$ cat config.mk
export PLATFORM = sky130hd
export DESIGN_NAME = alarm_siren_ctrl
export DESIGN_NICKNAME = d
export VERILOG_FILES = /design/src/rtl/alarm_siren_ctrl.sv
export SDC_FILE = /design/constraint.sdc
export NUM_CORES = 1
export LEC_CHECK = 0
export ABC_AREA = 1
export CORE_UTILIZATION = 30
export CTS_BUF_LIST = sky130_fd_sc_hd__clkbuf_4
export CTS_CLUSTER_SIZE = 25
export DETAILED_ROUTE_END_ITERATION = 8
export PLACE_DENSITY_LB_ADDON = 0.08
export SETUP_SLACK_MARGIN = 0.1
export SLEW_MARGIN = 20
export SYNTH_ARGS = -nofsm -noshare
export SYNTH_HDL_FRONTEND = slang
export SYNTH_SLANG_ARGS = --single-unit
$ cat constraint.sdc
create_clock -name clk -period 3.62 [get_ports clk]
set_input_delay 0.905 -clock clk [delete_from_list [all_inputs] [get_ports clk]]
set_output_delay 0.905 -clock clk [all_outputs]
set_load 0.02 [all_outputs]
$ cat src/rtl/alarm_siren_ctrl.sv
// ============================================================================
// alarm_siren_ctrl : confirms and latches the smoke alarm request, drives
// pulsed siren/strobe, supports hush with timed re-arm, counts alarm events.
// Optional self-test mode: `define ALARM_SELFTEST_EN.   Revision: 1.0
// ============================================================================
`default_nettype none

module alarm_siren_ctrl #(
  parameter int CONFIRM_CYCLES = 4,
  parameter int BEEP_HALF      = 8,
  parameter int HUSH_CYCLES    = 64
) (
  input  logic       clk,
  input  logic       rst,
  input  logic       alarmEnable,
  input  logic       ack,
`ifdef ALARM_SELFTEST_EN
  input  logic       self_test,
`endif
  output logic       siren,
  output logic       strobe,
  output logic       alarm_active,
  output logic [2:0] state,
  output logic [7:0] event_count
);

  localparam int CONF_W = (CONFIRM_CYCLES > 1) ? $clog2(CONFIRM_CYCLES) : 1;
  localparam int BEEP_W = (BEEP_HALF > 1) ? $clog2(BEEP_HALF) : 1;
  localparam int HUSH_W = (HUSH_CYCLES > 1) ? $clog2(HUSH_CYCLES) : 1;

  localparam logic [CONF_W-1:0] CONF_LAST = CONF_W'(CONFIRM_CYCLES - 1);
  localparam logic [BEEP_W-1:0] BEEP_LAST = BEEP_W'(BEEP_HALF - 1);
  localparam logic [HUSH_W-1:0] HUSH_LAST = HUSH_W'(HUSH_CYCLES - 1);

  typedef enum logic [2:0] {
    S_IDLE    = 3'd0,
    S_CONFIRM = 3'd1,
    S_ALARM   = 3'd2,
    S_HUSH    = 3'd3,
    S_TEST    = 3'd4
  } state_e;

  state_e            state_q, state_d;
  logic [CONF_W-1:0] conf_q, conf_d;
  logic [BEEP_W-1:0] beep_q, beep_d;
  logic [HUSH_W-1:0] hush_q, hush_d;
  logic [7:0]        ev_q, ev_d;
  logic              siren_q, siren_d;
  logic              strobe_q, strobe_d;
  logic              active_q, active_d;

  always_ff @(posedge clk) begin
    if (rst) begin
      state_q  <= S_IDLE;
      conf_q   <= '0;
      beep_q   <= '0;
      hush_q   <= '0;
      ev_q     <= '0;
      siren_q  <= 1'b0;
      strobe_q <= 1'b0;
      active_q <= 1'b0;
    end else begin
      state_q  <= state_d;
      conf_q   <= conf_d;
      beep_q   <= beep_d;
      hush_q   <= hush_d;
      ev_q     <= ev_d;
      siren_q  <= siren_d;
      strobe_q <= strobe_d;
      active_q <= active_d;
    end
  end

  // Outputs are computed from the next state so they change on the same edge as state.
  always_comb begin
    state_d  = state_q;
    conf_d   = conf_q;
    beep_d   = beep_q;
    hush_d   = hush_q;
    ev_d     = ev_q;
    siren_d  = 1'b0;
    case (state_q)
      S_IDLE: begin
        if (alarmEnable) begin
          state_d = S_CONFIRM;
          conf_d  = '0;
        end
`ifdef ALARM_SELFTEST_EN
        else if (self_test) begin
          state_d = S_TEST;
          beep_d  = '0;
          siren_d = 1'b1;
        end
`endif
      end
      S_CONFIRM: begin
        if (!alarmEnable) begin
          state_d = S_IDLE;
        end else if (conf_q == CONF_LAST) begin
          state_d = S_ALARM;
          beep_d  = '0;
          siren_d = 1'b1;
          ev_d    = (ev_q == 8'hFF) ? ev_q : ev_q + 8'd1;
        end else begin
          conf_d = conf_q + CONF_W'(1);
        end
      end
      S_ALARM: begin
        if (ack) begin
          if (alarmEnable) begin
            state_d = S_HUSH;
            hush_d  = '0;
          end else begin
            state_d = S_IDLE;
          end
        end else if (beep_q == BEEP_LAST) begin
          beep_d  = '0;
          siren_d = ~siren_q;
        end else begin
          beep_d  = beep_q + BEEP_W'(1);
          siren_d = siren_q;
        end
      end
      S_HUSH: begin
        if (hush_q == HUSH_LAST) begin
          if (alarmEnable) begin
            state_d = S_ALARM;
            beep_d  = '0;
            siren_d = 1'b1;
          end else begin
            state_d = S_IDLE;
          end
        end else begin
          hush_d = hush_q + HUSH_W'(1);
        end
      end
`ifdef ALARM_SELFTEST_EN
      S_TEST: begin
        if (alarmEnable) begin
          state_d = S_CONFIRM;
          conf_d  = '0;
        end else if (beep_q == BEEP_LAST) begin
          // Second half complete ends the test; first half flips to the silent half.
          if (!siren_q) begin
            state_d = S_IDLE;
          end else begin
            beep_d  = '0;
            siren_d = 1'b0;
          end
        end else begin
          beep_d  = beep_q + BEEP_W'(1);
          siren_d = siren_q;
        end
      end
`endif
      default: state_d = S_IDLE;
    endcase

    strobe_d = (state_d == S_ALARM) || (state_d == S_HUSH) || (state_d == S_TEST);
    active_d = (state_d == S_ALARM) || (state_d == S_HUSH);
  end

  assign siren        = siren_q;
  assign strobe       = strobe_q;
  assign alarm_active = active_q;
  assign state        = state_q;
  assign event_count  = ev_q;

endmodule

`default_nettype wire

==> impl_metrics.toml <==
[detailed_routing]
finalWirelength_um = 2800
drt_iter0_drc = 18
post_drt_wl_per_cell_um = 10.8
num_vias = 1199
drtPass1Iterations = 4
viasPerCell = 4.65
postRouteAntennaNets = 0
drc = 0

[global_routing]
grt_pass1_vias = 1086
grt_max_degree = 15
grt.total_usage = 0.139
grt_antenna_before_repair = 0
gr-total-overflow = 0
grt_pass1_wl_um = 4820

[sta]
max_freq_mhz = 411
setup_tns_ps = 0
worstMarginPinSlew_ps = 554
fin_skew_ps = 13.3
setup_violations = 0
slew_violations = 0
relSlewSlack = 0.630
finalCriticalPeriod_ps = 2440
hold_viol_final = 0
fin_crit_sh = 0.673
rsz0062_at_grt = "false"

[critical_path]
cp_cell_sequence = "clkdlybuf4s50_1"
cpPeakStageDelay_ps = 660
required_ps = 2710
cp-end-kind = "primary output"
slowest_stage = "clkdlybuf4s50_1"
startpoint_type = "flop"
path_max_fanout = 9
critPathKind = "reg -> out"
crit_buf_inv = 1
cp.arrival_ps = 1530
cpLargestDelayFamily = "buffers and inverters"

[clock_tree]
h-tree-depth = 1
numCtsBuffers = 3
insertion_delay_ps = 330
path_clk_slew_ps = 150
cts_tree = "built"
clk_path_buf_depth = 2
post-cts-setup-buffers = 0
cts_hold_buf = 0
root_buffer = "clkbuf_4"
clock-sinks = 25
cts.repair.resized = 0

[synthesis]
synth.largest_area_cell = "dfxtp_1"
synthTopCellsByCount = "nand2_1, nor2_1, dfxtp_1"
synth-async-reset-ratio = 0
synth_cells = 190
ys_warn_count = 0
yosysMostFrequentCell = "nand2_1"
synth_seq_cells = 25
syn_area_um2 = 1310
synth_nets = 199
synth_edf_count = 0
synth.avg_cell_area_um2 = 6.91
synthDistinctLibCells = 28
ys.flop_type = "dfxtp_1"
yosys.area.top_type_share = 0.381
ys_seq_area_frac = 0.381
synth.area.top_cells = "dfxtp_1, nand2_1, nor2_1"

[final_layout]
layout-area-overhead-vs-synth_pct = 18.3
drive_above_1_share = 0.0625
n_antenna_cell = 0
final_util = 0.380
fin_nets = 218
layout.cells.non_filler = 258

[placement]
globalplace.congestion = 0.737
hpwlAfterDp_um = 2090
io_buffers = 17
placedCellCount = 254

[power]
powerDensity_nw_per_um2 = 280
leakagePower_nw = 0.655
vdd_ir_drop_max_uv = 186

[die]
rows = 23
die_h_um = 68.1
core-area_um2 = 4090
die-area_um2 = 4640
die-width_um = 68.1
initial_core_util = 0.321
num_io_pins = 18

[min_path]
hp-class = "reg -> reg"

[outcome]
status = "finished clean"

[flow_run]
maxCapViolCount = 0
## sequential cells by signal, indices dropped and copies added (netlist names)
name          count
strobe            1
beep_q            3
event_count       8
conf_q            2
alarm_active      1
hush_q            6
siren             1
state             3
## cells by family after synthesis
family,after synthesis,share of synthesized area
adder cells (fa/ha/maj),5,0.0477
buffers and inverters,20,0.0677
XOR/XNOR,6,0.0400
AO/OA/AOI/OAI,25,0.104
other,1,0.00286
AND/OR/NAND/NOR,108,0.357
flip-flops,25,0.381
## stage by stage
| stage | worst slack (ps) | power, mW | hold WS, ps | area [um2] |
|---|---|---|---|---|
| final | 1180 | 0.435 | 474 | 1550 |
| after detailed placement | 1210 | 0.311 | 458 | 1530 |
| after CTS | 1160 | 0.443 | 479 | 1550 |
| after floorplan | 1970 | 0.301 | 431 | 1310 |
| after global placement | 1240 | 0.310 | 453 | 1530 |
| after global routing | 1090 | 0.461 | 509 | 1550 |
## power breakdown
group	switching (mW)	total, mW	internal [mW]
combinational	0.0150	0.0241	0.00905
clock	0.0894	0.131	0.0414
sequential	0.00256	0.280	0.278
## area by class of cell
| cell class | instances | area (um2) |
|---|---|---|
| Clock buffer | 3 | 22.5 |
| Clock inverter | 1 | 5.00 |
| Fill cell | 446 | 2530 |
| Inverter | 17 | 68.8 |
| Multi-Input combinational cell | 145 | 723 |
| Sequential cell | 25 | 500 |
| Tap cell | 50 | 62.6 |
| Timing Repair Buffer | 17 | 170 |
## metal layers
layer / share of wire / track usage / vias up
met5: 0 / 0 / -
met4: 0.0082 / 0.0391 / 0
met3: 0.035 / 0.0400 / 2
met2: 0.43 / 0.222 / 20
met1: 0.53 / 0.182 / 536
li1: - / - / 641
## path summary, 6_finish.rpt
path | startpoint | end | slack (ps) | depth (start not counted)
worst max-delay path | state[0]$_SDFF_PP0_ | state[0] | 1180 | 1
worst min-delay path | conf_q[1]$_SDFFE_PP0P_ | conf_q[1]$_SDFFE_PP0P_ | 470 | 2
worst max register to register | hush_q[0]$_SDFFE_PP0P_ | hush_q[5]$_SDFFE_PP0P_ | 2020 | 8
worst min register to register | conf_q[1]$_SDFFE_PP0P_ | conf_q[1]$_SDFFE_PP0P_ | 470 | 2
## worst min-delay path, cell delays in order (launching register included)
cell	delay (ps)
dfxtp_1	340
inv_1	50
a211oi_1	50
## cell usage in the layout, fill, tap and decap left out, types with 2 or more instances in the layout
cell type        instances
clkbuf_4                 3
clkdlybuf4s50_1         17
nor3_1                   2
nand3_1                 13
o21ai_0                  6
nor2_2                   4
a21oi_1                 13
xnor2_1                  2
nor2_1                  34
nand2_1                 49
xor2_1                   4
dfxtp_1                 25
inv_1                   16
ha_1                     5
nand4_1                  2
Note: power is estimated with default switching activity, not from simulation.
